**config.mk**
```make
export PLATFORM = sky130hd
export DESIGN_NAME = muldiv_sequencer
export DESIGN_NICKNAME = d
export VERILOG_FILES = /design/src/rtl/muldiv_pkg.sv /design/src/rtl/muldiv_cycle_counter.sv /design/src/rtl/muldiv_sequencer.sv
export SDC_FILE = /design/constraint.sdc
export NUM_CORES = 1
export LEC_CHECK = 0
export CORE_MARGIN = 4
export CORE_UTILIZATION = 25
export CTS_BUF_LIST = sky130_fd_sc_hd__clkbuf_2
export CTS_CLUSTER_DIAMETER = 120
export CTS_CLUSTER_SIZE = 12
export DETAILED_ROUTE_END_ITERATION = 10
export HOLD_SLACK_MARGIN = 0.1
export PLACE_DENSITY_LB_ADDON = 0.3
export SYNTH_ARGS = -nofsm -noshare
export SYNTH_HDL_FRONTEND = slang
export SYNTH_HIERARCHICAL = 1
export SYNTH_SLANG_ARGS = --single-unit
```
**constraint.sdc**
```tcl
create_clock -name clock -period 3.2 [get_ports clock]
set_input_delay 0.64 -clock clock [delete_from_list [all_inputs] [get_ports clock]]
set_output_delay 0.64 -clock clock [all_outputs]
set_load 0.01 [all_outputs]
```
**src/rtl/muldiv_pkg.sv**
```systemverilog
// Shared definitions for the multiply/divide sequencer: FSM states, op codes,
// default timeout and the counter width helper.
package muldiv_pkg;

  typedef enum logic [1:0] {
    ST_IDLE  = 2'd0,
    ST_START = 2'd1,
    ST_RUN   = 2'd2,
    ST_DONE  = 2'd3
  } state_t;

  localparam logic OP_MULT = 1'b0;
  localparam logic OP_DIV  = 1'b1;

  localparam int TIMEOUT_DEFAULT = 40;

  // Bits needed to hold values 0..max_count inclusive (never less than one).
  function automatic int cnt_width(input int max_count);
    if (max_count < 1) begin
      return 1;
    end else begin
      return $clog2(max_count + 1);
    end
  endfunction

endpackage

```
**src/rtl/muldiv_cycle_counter.sv**
```systemverilog
// Saturating cycle counter used to bound the wait for the datapath.
module muldiv_cycle_counter
  import muldiv_pkg::*;
#(
  parameter int MAX = TIMEOUT_DEFAULT,
  parameter int CW  = cnt_width(MAX)
) (
  input  logic          clock,
  input  logic          reset,
  input  logic          clear,
  input  logic          enable,
  output logic [CW-1:0] count
);

  localparam logic [CW-1:0] COUNT_MAX = CW'(MAX);

  logic [CW-1:0] count_r;

  // Count enabled cycles; clear wins over enable, and the value sticks at MAX.
  always_ff @(posedge clock) begin
    if (reset) begin
      count_r <= {CW{1'b0}};
    end else if (clear) begin
      count_r <= {CW{1'b0}};
    end else if (enable && (count_r != COUNT_MAX)) begin
      count_r <= count_r + {{(CW-1){1'b0}}, 1'b1};
    end else begin
      count_r <= count_r;
    end
  end

  assign count = count_r;

endmodule

```
**src/rtl/muldiv_sequencer.sv**
```systemverilog
// Issue/writeback sequencer wrapping an external multi-cycle multiply/divide
// datapath: accepts one request at a time, pulses the datapath, waits for
// completion (bounded), and holds the result until the consumer accepts it.
module muldiv_sequencer
  import muldiv_pkg::*;
#(
  parameter int TIMEOUT = TIMEOUT_DEFAULT,
  parameter int W       = 32
) (
  input  logic         clock,
  input  logic         reset,
  input  logic         req_valid,
  input  logic         req_op,
  input  logic [W-1:0] req_a,
  input  logic [W-1:0] req_b,
  input  logic [4:0]   req_rd,
  output logic         req_ready,
  input  logic         flush,
  output logic [W-1:0] dp_A,
  output logic [W-1:0] dp_B,
  output logic         dp_ctrl_MULT,
  output logic         dp_ctrl_DIV,
  input  logic [W-1:0] dp_result,
  input  logic         dp_exception,
  input  logic         dp_ready,
  output logic         wb_valid,
  output logic [4:0]   wb_rd,
  output logic [W-1:0] wb_data,
  output logic         wb_exception,
  input  logic         wb_accept,
  output logic         stall
);

  localparam int            CW       = cnt_width(TIMEOUT);
  // The counter reads LAST_RUN during the TIMEOUT-th RUN cycle.
  localparam logic [CW-1:0] LAST_RUN = CW'(TIMEOUT - 1);

  state_t         state_r, state_n;
  logic [4:0]     rd_r, rd_n;
  logic [W-1:0]   dp_a_r, dp_a_n, dp_b_r, dp_b_n;
  logic           mult_r, mult_n, div_r, div_n;
  logic [W-1:0]   wb_data_r, wb_data_n;
  logic           wb_exc_r, wb_exc_n;
  logic           wb_valid_r, wb_rd_sel_s;
  logic [4:0]     wb_rd_r;
  logic           req_ready_r, stall_r;
  logic           cnt_clear_s, cnt_enable_s;
  logic [CW-1:0]  cnt_s;

  muldiv_cycle_counter #(.MAX(TIMEOUT), .CW(CW)) u_counter (
    .clock  (clock),
    .reset  (reset),
    .clear  (cnt_clear_s),
    .enable (cnt_enable_s),
    .count  (cnt_s)
  );

  // Next-state and next-output decode; flush overrides everything but reset.
  always_comb begin
    state_n      = state_r;
    rd_n         = rd_r;
    dp_a_n       = dp_a_r;
    dp_b_n       = dp_b_r;
    mult_n       = 1'b0;
    div_n        = 1'b0;
    wb_data_n    = wb_data_r;
    wb_exc_n     = wb_exc_r;
    cnt_clear_s  = 1'b0;
    cnt_enable_s = 1'b0;

    case (state_r)
      ST_IDLE: begin
        dp_a_n    = {W{1'b0}};
        dp_b_n    = {W{1'b0}};
        wb_data_n = {W{1'b0}};
        wb_exc_n  = 1'b0;
        if (req_valid) begin
          rd_n = req_rd;
          if ((req_op == OP_DIV) && (req_b == {W{1'b0}})) begin
            // Divide by zero resolves locally without touching the datapath.
            state_n  = ST_DONE;
            wb_exc_n = 1'b1;
          end else begin
            state_n = ST_START;
            dp_a_n  = req_a;
            dp_b_n  = req_b;
            mult_n  = (req_op == OP_MULT);
            div_n   = (req_op == OP_DIV);
          end
        end else begin
          state_n = ST_IDLE;
        end
      end
      ST_START: begin
        cnt_clear_s = 1'b1;
        state_n     = ST_RUN;
      end
      ST_RUN: begin
        cnt_enable_s = 1'b1;
        if (dp_ready) begin
          state_n   = ST_DONE;
          wb_data_n = dp_result;
          wb_exc_n  = dp_exception;
          dp_a_n    = {W{1'b0}};
          dp_b_n    = {W{1'b0}};
        end else if (cnt_s == LAST_RUN) begin
          state_n   = ST_DONE;
          wb_data_n = {W{1'b0}};
          wb_exc_n  = 1'b1;
          dp_a_n    = {W{1'b0}};
          dp_b_n    = {W{1'b0}};
        end else begin
          state_n = ST_RUN;
        end
      end
      ST_DONE: begin
        if (wb_accept) begin
          state_n   = ST_IDLE;
          wb_data_n = {W{1'b0}};
          wb_exc_n  = 1'b0;
        end else begin
          state_n = ST_DONE;
        end
      end
      default: begin
        state_n   = ST_IDLE;
        dp_a_n    = {W{1'b0}};
        dp_b_n    = {W{1'b0}};
        wb_data_n = {W{1'b0}};
        wb_exc_n  = 1'b0;
      end
    endcase

    if (flush) begin
      state_n   = ST_IDLE;
      mult_n    = 1'b0;
      div_n     = 1'b0;
      dp_a_n    = {W{1'b0}};
      dp_b_n    = {W{1'b0}};
      wb_data_n = {W{1'b0}};
      wb_exc_n  = 1'b0;
    end else begin
      state_n = state_n;
    end

    wb_rd_sel_s = (state_n == ST_DONE);
  end

  // State and registered-output update; reset abandons any operation.
  always_ff @(posedge clock) begin
    if (reset) begin
      state_r     <= ST_IDLE;
      rd_r        <= 5'd0;
      dp_a_r      <= {W{1'b0}};
      dp_b_r      <= {W{1'b0}};
      mult_r      <= 1'b0;
      div_r       <= 1'b0;
      wb_data_r   <= {W{1'b0}};
      wb_exc_r    <= 1'b0;
      wb_valid_r  <= 1'b0;
      wb_rd_r     <= 5'd0;
      req_ready_r <= 1'b1;
      stall_r     <= 1'b0;
    end else begin
      state_r     <= state_n;
      rd_r        <= rd_n;
      dp_a_r      <= dp_a_n;
      dp_b_r      <= dp_b_n;
      mult_r      <= mult_n;
      div_r       <= div_n;
      wb_data_r   <= wb_data_n;
      wb_exc_r    <= wb_exc_n;
      wb_valid_r  <= wb_rd_sel_s;
      wb_rd_r     <= wb_rd_sel_s ? rd_n : 5'd0;
      req_ready_r <= (state_n == ST_IDLE);
      stall_r     <= (state_n != ST_IDLE);
    end
  end

  assign req_ready    = req_ready_r;
  assign stall        = stall_r;
  assign dp_A         = dp_a_r;
  assign dp_B         = dp_b_r;
  assign dp_ctrl_MULT = mult_r;
  assign dp_ctrl_DIV  = div_r;
  assign wb_valid     = wb_valid_r;
  assign wb_rd        = wb_rd_r;
  assign wb_data      = wb_data_r;
  assign wb_exception = wb_exc_r;

endmodule

```
==> impl_metrics.yaml <==
timing:
  min_period_over_period: 0.703
  fmax_mhz: 445
  finalSetupViolCount: 0
  clock_skew_ps: 32.2
  slew_headroom: 0.195
  period_minus_slack_ps: 2250
  maxSlewViolCount: 0
  fin_tns_setup_ps: 0
  rsz0062_at_grt: "false"
  hold_violations: 0
  worst_slew_pin_slew_ps: 1210
job:
  cap_violations: 0
cells_and_area:
  nets: 725
  areaGrowthSynthToFinish_pct: 58.0
  diodes: 0
  multi_input_area_mm2: 0.00172
  regArea_mm2: 0.00240
  fill_cells: 1633
  drive_gt1_frac: 0.0766
power_and_ir_drop:
  power_leakage_nw: 2.39
  power_w: 0.00274
  p_sw_frac: 0.269
  irDropWorstVdd_v: 0.000255
  p_int_w: 0.00200
  p_per_area_mw_per_mm2: 400
  combPwrFrac: 0.115
  p_sw_w: 0.000735
  p_seq_frac: 0.564
  p_clk_frac: 0.321
clock_network:
  post_cts_buffers: 0
  tritoncts: "done"
  clock-sinks: 120
  cts_resized: 0
  clock_path_buffers: 2
  clkTransAtPathRegs_ps: 190
  cts_hold_buf: 0
  htreeDepth: 4
  clock-root-buffer: "clkbuf_2"
  cts_buffers: 17
  clk_latency_ps: 660
synthesis:
  async_flop_share: 0
  ys_types: 46
  synthFlopType: "dfxtp_1"
  syn_avg_cell_area_um2: 10.7
  yosysTopAreaCell: "dfxtp_1"
  ys_seq_area_frac: 0.555
  synth_top_area_frac: 0.555
  yosysMostFrequentCell: "dfxtp_1"
  ys_warn_count: 6
  synthesis.area_mm2: 0.00433
  syn_nets: 517
  yosys-top-cells-count: "dfxtp_1 (120), a22o_1 (64), nand2_1 (39)"
  ys_ff_latch: 120
  syn_inst: 406
  synth_edf_count: 0
  synth_area_leaders: "dfxtp_1 (55%), a22o_1 (13%), o211ai_1 (5.5%)"
placement:
  hpwl_mm: 10.0
  globalplace.congestion: 0.803
  numPortBuffers: 215
global_route:
  grt_start_max_net_pins: 65
  grt_pass1_wl_mm: 21.3
  grt_antenna_before_repair: 0
  grt-ovfl-total: 0
  grt_pass1_vias: 3962
  grt_use_total: 0.135
die:
  die_w_um: 140
  fp.dieArea_mm2: 0.0195
  num_rows: 47
  initial_core_util: 0.258
  die-height_um: 140
  core_mm2: 0.0168
  io_pins: 216
critical_path:
  cp-start-kind: "register"
  crit_buf_inv: 1
  reg2reg_from: "state_r[1]$_SDFF_PP0_"
  end_kind: "output port"
  r2r_cells: 4
  endpoint: "dp_A[31]"
  cpMaxStageDelayCell: "clkdlybuf4s50_1"
  cp.required_ps: 2560
  path_cells: "clkdlybuf4s50_1"
  cp-startpoint: "dp_A[31]$_SDFFE_PP0P_"
  cp_top_family: "buffers and inverters"
  r2r_end: "wb_data[5]$_SDFFE_PP0P_"
  cp_max_fo: 2
  worst-path-stages: 1
  critical-path-max-stage-delay_ps: 590
  cp.arrival_ps: 1610
  crit_type: "reg -> out"
  reg2reg_setup_slack_ps: 1130
detailed_routing:
  vias: 4016
  drtIter0Drc: 188
  drt-total-wl_mm: 13.8
  remaining_drc_errors: 0
  drt_pre_antenna_iters: 4
  ant_nets: 0
  post_drt_via_cell_ratio: 4.74
  routedWlPerCell_um: 16.3
status:
  status: "finished, final reports clean"
min_path:
  hold_path_class: "in -> reg"
## per-layer routing
metal / track usage / vias up / routed length, um
met1: 0.167 / 1910 / 5980
li1: - / 1930 / -
met2: 0.208 / 157 / 6380
met3: 0.0648 / 19 / 1190
met4: 0.0454 / 0 / 279
met5: 0 / - / 0
## sequential cells by signal, summed over array words and instances, names as in the netlist
name             count
wb_exception         1
wb_data             32
dp_B                32
stall                1
req_ready            1
dp_ctrl_DIV          1
dp_A                32
wb_valid             1
u_counter/count      6
dp_ctrl_MULT         1
rd_r                 5
wb_rd                5
state_r              2
## worst min path at each step
stage	from	endpoint	slack [ps]	cells past startpoint
after global routing	dp_result[14]	wb_data[14]$_SDFFE_PP0P_	350	3
after detailed placement	dp_B[3]$_SDFFE_PP0P_	dp_B[3]$_SDFFE_PP0P_	460	1
after CTS	dp_result[14]	wb_data[14]$_SDFFE_PP0P_	370	3
after floorplan	rd_r[4]$_SDFF_PP0_	rd_r[4]$_SDFF_PP0_	460	2
after global placement	dp_A[14]$_SDFFE_PP0P_	dp_A[14]$_SDFFE_PP0P_	460	1
final	dp_result[14]	wb_data[14]$_SDFFE_PP0P_	500	3
## worst register-to-register path, stage by stage (launching register included)
cell      delay (ps)
dfxtp_1          510
and2b_1          190
o21a_1           930
o211ai_1         190
a21oi_1          200
## power groups by stage
stage	clock, W	sequential (W)	combinational (W)
floorplan	0	0.00159	0.0000878
global placement	0	0.00157	0.000313
detailed placement	0	0.00157	0.000316
CTS	0.000935	0.00154	0.000318
global route	0.000996	0.00155	0.000337
finish	0.000879	0.00154	0.000315
## kinds of logic (layout without fill, tap and decap cells)
family,count (synthesis),in the layout,synth area share
adders and majority gates,2,2,0.00578
muxes,7,7,0.0162
and+or+nand+nor,94,94,0.115
xor gates and xnor gates,3,3,0.00607
AOI/OAI and AO/OA,142,142,0.254
DFF,120,120,0.555
buffers and inverters,38,259,0.0474
## placed cells by master (no fill, tap or decap), types with 3 or more instances in the layout
cell | synthesis | routed
o211ai_1 | 32 | 32
clkdlybuf4s50_1 | 0 | 215
buf_4 | 3 | 8
clkbuf_2 | 0 | 17
dfxtp_1 | 120 | 120
nand2_1 | 39 | 39
nand3_1 | 3 | 3
mux2i_1 | 7 | 7
and2b_1 | 3 | 3
inv_6 | 0 | 3
clkinv_4 | 0 | 3
a21oi_1 | 33 | 33
nand2b_1 | 3 | 3
clkinvlp_4 | 0 | 3
inv_1 | 4 | 4
and2_1 | 4 | 4
nand4_1 | 3 | 3
nor2_1 | 11 | 11
nor4_1 | 11 | 11
a22o_1 | 64 | 64
nor3_1 | 3 | 3
clkinv_2 | 0 | 3
## layout make-up
type                    instances  area share
multi-input cells             248       0.252
clock inverters                15      0.0187
inverters                       4     0.00220
well taps                     220      0.0402
repair buffers                223       0.323
clock buffers                  17      0.0124
flip-flops and latches        120       0.351
## per-stage QoR
stage,setup slack [ps],util,std cells,instance area [um^2],hold slack [ps]
after floorplan,1440,-,406,4330,455
after global placement,438,0.395,815,6630,461
after detailed placement,348,0.395,815,6630,464
after CTS,820,0.408,847,6840,372
after global routing,737,0.408,847,6840,346
final,951,0.408,847,6840,502
No activity file was read; power rests on OpenSTA's default activity.
